File: src/rtl/alu_operand_loader.sv
// Operand loader in front of the arithmetic unit. Each press of the enter button captures
// the next value: A, then B, then the opcode. The loader then samples the arithmetic unit's
// result and flags into display registers.
module alu_operand_loader #(
    parameter int unsigned Nbit = 8
) (
    input  logic            clk,
    input  logic            rst,
    input  logic [Nbit-1:0] sw,
    input  logic [2:0]      op_sw,
    input  logic            enter,
    input  logic            clear,
    output logic [Nbit-1:0] A,
    output logic [Nbit-1:0] B,
    output logic [2:0]      operation,
    output logic            valid,
    input  logic [Nbit-1:0] result_in,
    input  logic [3:0]      flags_in,
    output logic [Nbit-1:0] result_q,
    output logic [3:0]      flags_q,
    output logic            done,
    output logic            err,
    output logic [2:0]      phase
);

    typedef enum logic [2:0] {
        StLoadA  = 3'd0,
        StLoadB  = 3'd1,
        StLoadOp = 3'd2,
        StExec   = 3'd3,
        StShow   = 3'd4
    } state_e;

    state_e          state_q, state_d;
    logic            s1_q, s2_q, s3_q;
    logic            enter_pulse;
    logic [Nbit-1:0] a_q, a_d;
    logic [Nbit-1:0] b_q, b_d;
    logic [2:0]      op_q, op_d;
    logic [Nbit-1:0] res_q, res_d;
    logic [3:0]      flg_q, flg_d;
    logic            done_q, done_d;
    logic            err_q, err_d;
    logic            op_supported;

    // Button synchroniser plus edge flop; clear deliberately leaves these alone.
    always_ff @(posedge clk) begin
        if (rst) begin
            s1_q <= 1'b0;
            s2_q <= 1'b0;
            s3_q <= 1'b0;
        end else begin
            s1_q <= enter;
            s2_q <= s1_q;
            s3_q <= s2_q;
        end
    end

    assign enter_pulse = s2_q & ~s3_q;

    // Opcodes 100, 110 and 111 have no arithmetic-unit implementation.
    assign op_supported = (op_sw == 3'b000) || (op_sw == 3'b001) || (op_sw == 3'b010) ||
                          (op_sw == 3'b011) || (op_sw == 3'b101);

    // State and datapath registers.
    always_ff @(posedge clk) begin
        if (rst) begin
            state_q <= StLoadA;
            a_q     <= '0;
            b_q     <= '0;
            op_q    <= '0;
            res_q   <= '0;
            flg_q   <= '0;
            done_q  <= 1'b0;
            err_q   <= 1'b0;
        end else begin
            state_q <= state_d;
            a_q     <= a_d;
            b_q     <= b_d;
            op_q    <= op_d;
            res_q   <= res_d;
            flg_q   <= flg_d;
            done_q  <= done_d;
            err_q   <= err_d;
        end
    end

    // Next-state and capture logic; clear overrides any pending enter pulse.
    always_comb begin
        state_d = state_q;
        a_d     = a_q;
        b_d     = b_q;
        op_d    = op_q;
        res_d   = res_q;
        flg_d   = flg_q;
        done_d  = 1'b0;
        err_d   = err_q;
        if (clear) begin
            state_d = StLoadA;
            a_d     = '0;
            b_d     = '0;
            op_d    = '0;
            res_d   = '0;
            flg_d   = '0;
            err_d   = 1'b0;
        end else begin
            unique case (state_q)
                StLoadA: begin
                    if (enter_pulse) begin
                        a_d     = sw;
                        state_d = StLoadB;
                    end
                end
                StLoadB: begin
                    if (enter_pulse) begin
                        b_d     = sw;
                        state_d = StLoadOp;
                    end
                end
                StLoadOp: begin
                    if (enter_pulse) begin
                        if (op_supported) begin
                            op_d    = op_sw;
                            err_d   = 1'b0;
                            state_d = StExec;
                        end else begin
                            err_d = 1'b1;
                        end
                    end
                end
                StExec: begin
                    // The arithmetic unit is combinational, so its output is settled by now.
                    res_d   = result_in;
                    flg_d   = flags_in;
                    done_d  = 1'b1;
                    state_d = StShow;
                end
                StShow: begin
                    if (enter_pulse) begin
                        state_d = StLoadA;
                    end
                end
                default: state_d = StLoadA;
            endcase
        end
    end

    assign A         = a_q;
    assign B         = b_q;
    assign operation = op_q;
    assign valid     = (state_q == StExec) || (state_q == StShow);
    assign result_q  = res_q;
    assign flags_q   = flg_q;
    assign done      = done_q;
    assign err       = err_q;
    assign phase     = state_q;

endmodule

File: config.mk
export PLATFORM = sky130hd
export DESIGN_NAME = alu_operand_loader
export DESIGN_NICKNAME = d
export VERILOG_FILES = /design/src/rtl/alu_operand_loader.sv
export SDC_FILE = /design/constraint.sdc
export NUM_CORES = 1
export LEC_CHECK = 0
export ABC_AREA = 1
export ABC_CLOCK_PERIOD_IN_PS = 2700
export CAP_MARGIN = 30
export CORE_ASPECT_RATIO = 1.5
export CORE_UTILIZATION = 40
export DETAILED_ROUTE_END_ITERATION = 6
export PLACE_DENSITY = 0.77
export SLEW_MARGIN = 5
export SYNTH_ARGS = -nofsm -noshare
export SYNTH_HDL_FRONTEND = slang
export SYNTH_SLANG_ARGS = --single-unit
export TNS_END_PERCENT = 50
File: constraint.sdc
create_clock -name clk -period 2.7 [get_ports clk]
set_clock_uncertainty 0.05 [all_clocks]
set_input_delay 0.405 -clock clk [delete_from_list [all_inputs] [get_ports clk]]
set_output_delay 0.405 -clock clk [all_outputs]
set_load 0.005 [all_outputs]
==> metrics.txt, run 1 <==
status complete, no violations; RSZ-0062 raised after global routing false; TritonCTS sink count 39; total count of max-transition violations in the final report 0; startpoint of the tightest hold check path s1_q$_SDFF_PP0_; storage element area around 800 um^2; share of layout cells above drive strength 1 approximately 10%; count of different cell masters after synthesis 18; area growth from synthesis to layout 53.4%; Max Buffers Root-to-Sink 2; utilization after layout between 60% and 70%; portion of synthesized cell area occupied by the leading cell type 54.8%; leakage power summed over all cells roughly 0.84 nW; Worst Path Max Fanout 15; total clock buffers created by CTS 5; routed wire length 3.24 mm; total nets after synthesis 210; biggest area consumer among synthesized cells sky130_fd_sc_hd__dfxtp_1; number of maximum-capacitance constraint violations 0; crit-path cells inv_2, nand2_2, nor2_2, buf_4, inv_2, nand2_1, clkdlybuf4s50_1; Min-Delay Path Class reg -> reg; combined global-route utilization of all metal layers 19.8%; placed inst area ~0.0021 mm^2; most area-consuming cells after synthesis sky130_fd_sc_hd__dfxtp_1, sky130_fd_sc_hd__nor2_1, sky130_fd_sc_hd__o21ai_1; worst-case hold path end point s2_q$_SDFF_PP0_; Worst R2R Setup Slack 1.38 ns; Fillers 302; worst setup slack before clock tree synthesis between 0.7 and 0.8 ns; buffers and inverters on the worst path 4; clock latency at the later pin of the worst-skew pair 0.29 ns; Most common cell on crit path sky130_fd_sc_hd__inv_2; kind of capture point of the worst setup path primary output; cell area after synthesis 0.00142 mm^2; maximum number of pins on one net before global-route repair 35; max-slew headroom at the worst pin 60.3%; reg2reg start phase[0]$_SDFFE_PP0P_; clock period minus final worst setup slack about 2.3 ns; Clock Tree Root sky130_fd_sc_hd__clkbuf_8; Final period util a little under nine tenths; total die area about 0.0038 mm^2; via count of the first global-routing pass approximately 1300; Critical Path Slowest Stage Cell sky130_fd_sc_hd__clkdlybuf4s50_1; worst setup margin around 0.40 ns; placed cell count around 280; data arrival time of the critical path 1.84 ns; Setup TNS Final 0 ns; antenna violations before repair 0; clock transition at the register clock pins on the worst setup and hold paths after CTS ~0.070 ns; net count reported at finish 276; I/O pin cnt 64; upper clock frequency limit ~0.44 GHz; Initial Utilization between 40% and 50%; global-route wire length before repair 5.63 mm; design area roughly 0.0022 mm^2; Rows 26; required time of the critical path 2.25 ns; final number of hold-violating endpoints 0; clock tree from TritonCTS yes; hpwl dp 2.34 mm; crit-path leading delay family buffers and inverters; per-cell routed wire length 11.1 um; number of I/O port buffers 63; post-synthesis sequential element count 39; number of buffers added for setup after CTS 0; placeable core region 0.00342 mm^2; launching element type of the critical path flip-flop; # resized after CTS 0; post-synthesis cell count between 150 and 200; warning count from the yosys run 0; proportion of synthesized chip area in sequential cells a little over half; maximum VDD drop ~0.40 mV; routability cong. around 0.8; iteration count of the initial detailed-routing pass 4; Die W 50.7 um; H-tree levels 2; critical path class reg -> out; vias after detailed routing 1351; CTS Hold Buffers Added 0; vias per cell 4.63; worst slew pin tran roughly 0.59 ns; area taken by multi-input logic gates 562 um^2; final standard cell count with taps included and fillers excluded a little under 300; average footprint of a synthesized cell 7.78 um^2; DRC viols 0; DRT antenna net count 0; iteration-0 DRC count of the detailed router 23; Power Density between 400 and 500 mW/mm^2; # setup viols final 0; aggregate global routing overflow 0; biggest cell delay along the critical path approximately 0.45 ns; diode insertion count for antenna repair 0; die height 75.1 um; hold depth 2; r2r worst-path depth 6; destination of the worst register-to-register timing path flags_q[3]$_SDFFE_PP0P_
## area by class of cell
class	count	share of cell area, %
Sequential cell	39	35.7
Timing Repair Buffer	64	29.2
Multi-Input combinational cell	126	25.7
Clock buffer	8	4.58
Tap cell	42	2.41
Inverter	13	2.35
## worst max path at each step
stage                                     start  endpoint  cells after the start
after floorplan           phase[0]$_SDFFE_PP0P_     valid                      5
after global placement    phase[2]$_SDFFE_PP0P_     valid                      7
after detailed placement  phase[2]$_SDFFE_PP0P_     valid                      7
after CTS                 phase[2]$_SDFFE_PP0P_     valid                      7
after global routing      phase[2]$_SDFFE_PP0P_     valid                      7
final                     phase[2]$_SDFFE_PP0P_     valid                      7
## metrics by stage
stage | hold slack [ns] | total power (W)
after CTS | 0.371 | 0.00110
after global placement | 0.356 | 0.000675
after floorplan | 0.338 | 0.000623
after detailed placement | 0.359 | 0.000676
final | 0.363 | 0.00109
after global routing | 0.397 | 0.00113
## cells in the final DEF (no fill, tap or decap), drive strengths merged
cell type       n
nor2           74
dfxtp          39
nand2          12
a21oi           4
inv            13
o21ai          33
clkbuf          8
nand3           3
buf             1
clkdlybuf4s50  63
## power breakdown
group	total, W	switching [W]	internal, W
Clock	0.000428	0.000195	0.000233
Sequential	0.000583	0.00000286	0.000580
Combinational	0.0000800	0.0000319	0.0000480
Total	0.00109	0.000230	0.000861
## routing by layer
| metal | part of all wire (%) | global-route usage (%) |
|---|---|---|
| met5 | 0 | 0 |
| met4 | 1.8 | 8.33 |
| met3 | 6.4 | 6.46 |
| met2 | 50 | 34.7 |
| met1 | 42 | 21.8 |
## synth_stat cells
| cell | instances |
|---|---|
| sky130_fd_sc_hd__a21oi_1 | 3 |
| sky130_fd_sc_hd__a21oi_2 | 1 |
| sky130_fd_sc_hd__buf_4 | 1 |
| sky130_fd_sc_hd__buf_6 | 1 |
| sky130_fd_sc_hd__clkbuf_1 | 3 |
| sky130_fd_sc_hd__dfxtp_1 | 39 |
| sky130_fd_sc_hd__inv_1 | 5 |
| sky130_fd_sc_hd__inv_2 | 7 |
| sky130_fd_sc_hd__inv_4 | 1 |
| sky130_fd_sc_hd__nand2_1 | 10 |
| sky130_fd_sc_hd__nand2_2 | 2 |
| sky130_fd_sc_hd__nand3_1 | 2 |
| sky130_fd_sc_hd__nand3_2 | 1 |
| sky130_fd_sc_hd__nor2_1 | 68 |
| sky130_fd_sc_hd__nor2_2 | 4 |
| sky130_fd_sc_hd__nor2_4 | 2 |
| sky130_fd_sc_hd__o21ai_0 | 16 |
| sky130_fd_sc_hd__o21ai_1 | 17 |
## logic make-up (layout without fill, tap and decap cells)
family | Yosys count | count (layout) | share of synthesized area [%]
AOI/OAI and AO/OA | 37 | 37 | 13.3
buffers and inverters | 18 | 85 | 5.71
DFF | 39 | 39 | 54.8
and+or+nand+nor | 89 | 89 | 26.2
## worst reg2reg max path: stages, from the launching register on
cell and delay, ns:
sky130_fd_sc_hd__dfxtp_1 0.45, sky130_fd_sc_hd__nand2_2 0.11, sky130_fd_sc_hd__nor2_2 0.09, sky130_fd_sc_hd__buf_4 0.19, sky130_fd_sc_hd__inv_2 0.14, sky130_fd_sc_hd__nor2_1 0.14
sky130_fd_sc_hd__nor2_1 0.06
## flip-flops by register name, indices dropped and copies added, names as in the netlist, 3 cells and up
register	count
A	8
phase	3
flags_q	4
B	8
result_q	8
operation	3
Note: power is estimated with default switching activity, not from simulation.
==> inputs of run 2 (changes only) <==
--- a/config.mk
+++ b/config.mk
@@ -9,6 +9,7 @@
 export ABC_CLOCK_PERIOD_IN_PS = 2700
 export CAP_MARGIN = 30
 export CORE_ASPECT_RATIO = 1.5
+export CORE_MARGIN = 8
 export CORE_UTILIZATION = 40
 export DETAILED_ROUTE_END_ITERATION = 6
 export PLACE_DENSITY = 0.77
==> metrics.txt, run 2 (synthesized netlist as in run 1, its figures left out) <==
kind of capture point of the worst setup path primary output; hpwl dp 2.83 mm; iteration count of the initial detailed-routing pass 5; storage element area just under 800 um^2; most frequent cells in the layout sky130_fd_sc_hd__nor2_1, sky130_fd_sc_hd__clkdlybuf4s50_1, sky130_fd_sc_hd__dfxtp_1; leading cell type in the layout, fill and taps excluded sky130_fd_sc_hd__nor2_1; number of maximum-capacitance constraint violations 0; maximum VDD drop 0.344 mV; Setup TNS Final 0 ns; Final period util ~96%; reg2reg start phase[0]$_SDFFE_PP0P_; number of I/O port buffers 63; Die W between 60 and 70 um; required time of the critical path 2.25 ns; CTS Hold Buffers Added 0; biggest cell delay along the critical path slightly above 0.5 ns; # resized after CTS 0; Power Density ~480 mW/mm^2; maximum number of pins on one net before global-route repair 35; TritonCTS sink count 39; Rows 26; antenna violations before repair 0; share of power burned in registers 56.3%; # setup viols final 0; leakage power summed over all cells between 0.8 and 0.9 nW; Clock Tree Root sky130_fd_sc_hd__clkbuf_8; final number of hold-violating endpoints 0; design area about 0.0022 mm^2; internal power consumption just over 0.0008 W; clock network fraction of total power between 30 and 40%; placed inst area between 0.002 and 0.0025 mm^2; buffers and inverters on the worst path 2; data arrival time of the critical path approximately 2.1 ns; diode insertion count for antenna repair 0; critical path class reg -> out; upper clock frequency limit around 0.39 GHz; Final Hold Slack around 0.36 ns; Worst Path Max Fanout 15; total die area slightly below 0.006 mm^2; clock latency at the later pin of the worst-skew pair between 0.2 and 0.3 ns; worst slew pin tran about 0.6 ns; net count reported at finish approximately 280; placeable core region 0.00342 mm^2; Initial Utilization around two fifths; status complete, no violations; clock transition at the register clock pins on the worst setup and hold paths after CTS about 0.070 ns; routed wire length about 3.7 mm; Critical Path Slowest Stage Cell sky130_fd_sc_hd__clkdlybuf4s50_1; area taken by multi-input logic gates between 500 and 600 um^2; number of buffers added for setup after CTS 0; RSZ-0062 raised after global routing false; DRT antenna net count 0; clock period minus final worst setup slack 2.59 ns; Fillers approximately 310; global-route wire length before repair between 6 and 7 mm; Gate power share between 7 and 8%; per-cell routed wire length about 13 um; die height between 80 and 90 um; I/O pin cnt between 60 and 70; iteration-0 DRC count of the detailed router 29; H-tree levels 2; launching element type of the critical path flip-flop; aggregate global routing overflow 0; combined global-route utilization of all metal layers a little over an eighth; Min-Delay Path Class reg -> reg; vias per cell between 4 and 5; crit-path cells nand2_2, nor2_2, inv_2, nand2_1, clkdlybuf4s50_1; area growth from synthesis to layout 51.6%; crit-path leading delay family buffers and inverters; startpoint of the tightest hold check path s1_q$_SDFF_PP0_; routability cong. roughly 0.83; clock tree from TritonCTS yes; total count of max-transition violations in the final report 0; total clock buffers created by CTS 5; Max Buffers Root-to-Sink 2; Psw approximately 0.00023 W; Sw Ratio between 20% and 30%; critical path launch point phase[0]$_SDFFE_PP0P_; DRC viols 0; via count of the first global-routing pass 1445; share of layout cells above drive strength 1 between 9 and 10%; vias after detailed routing between 1000 and 1500; max-slew headroom at the worst pin 59.9%
[run 2: cell types whose count changed in the layout (fill, tap and decap cells not counted), sizes merged]
cell	delta
buf	-1
clkbuf	-1
clkinv	+1
[run 2: worst paths after layout]
path / end / slack (ns) / cells past startpoint
min reg2reg: s2_q$_SDFF_PP0_ / 0.36 / 2
min: s2_q$_SDFF_PP0_ / 0.36 / 2
max: valid / 0.11 / 5
max reg2reg: result_q[3]$_SDFFE_PP0P_ / 1.14 / 5
[run 2: stage by stage]
step | total power [W] | utilization (%) | worst slack [ns] | instances
4_1_cts | 0.00105 | 63.2 | 0.134 | 291
6_report | 0.00104 | 63.2 | 0.110 | 291
2_1_floorplan | 0.000623 | - | 1.33 | 183
3_5_place_dp | 0.000676 | 60.8 | 0.464 | 283
3_3_place_gp | 0.000676 | 60.8 | 0.500 | 283
5_1_grt | 0.00107 | 63.2 | 0.0153 | 291
[run 2: layout make-up]
| type | instances | share of cell area [%] |
|---|---|---|
| inverters | 13 | 2.38 |
| repair buffers | 63 | 29.2 |
| clock inverters | 1 | 0.232 |
| clock buffers | 7 | 3.54 |
| multi-input cells | 126 | 26.0 |
| well taps | 42 | 2.43 |
| flip-flops and latches | 39 | 36.2 |
[run 2: power by group through the flow]
stage | clock [W] | sequential, W | combinational, W
2_1_floorplan | 0 | 0.000596 | 0.0000272
3_3_place_gp | 0 | 0.000596 | 0.0000797
3_5_place_dp | 0 | 0.000596 | 0.0000802
4_1_cts | 0.000382 | 0.000583 | 0.0000809
5_1_grt | 0.000402 | 0.000583 | 0.0000887
6_report | 0.000372 | 0.000583 | 0.0000801
[run 2: routing by layer]
metal	track usage [%]	share of wire, %	vias to the layer above
li1	-	-	705
met1	11.4	36	587
met2	25.0	49	53
met3	9.54	14	5
met4	4.18	1.0	0
met5	0	0	-
[run 2: worst register-to-register path, delay by kind of cell (launching register included)]
kind | cells | cell delay [ns]
buffers and inverters | 1 | 0.23
and+or+nand+nor | 4 | 0.74
DFF | 1 | 0.44
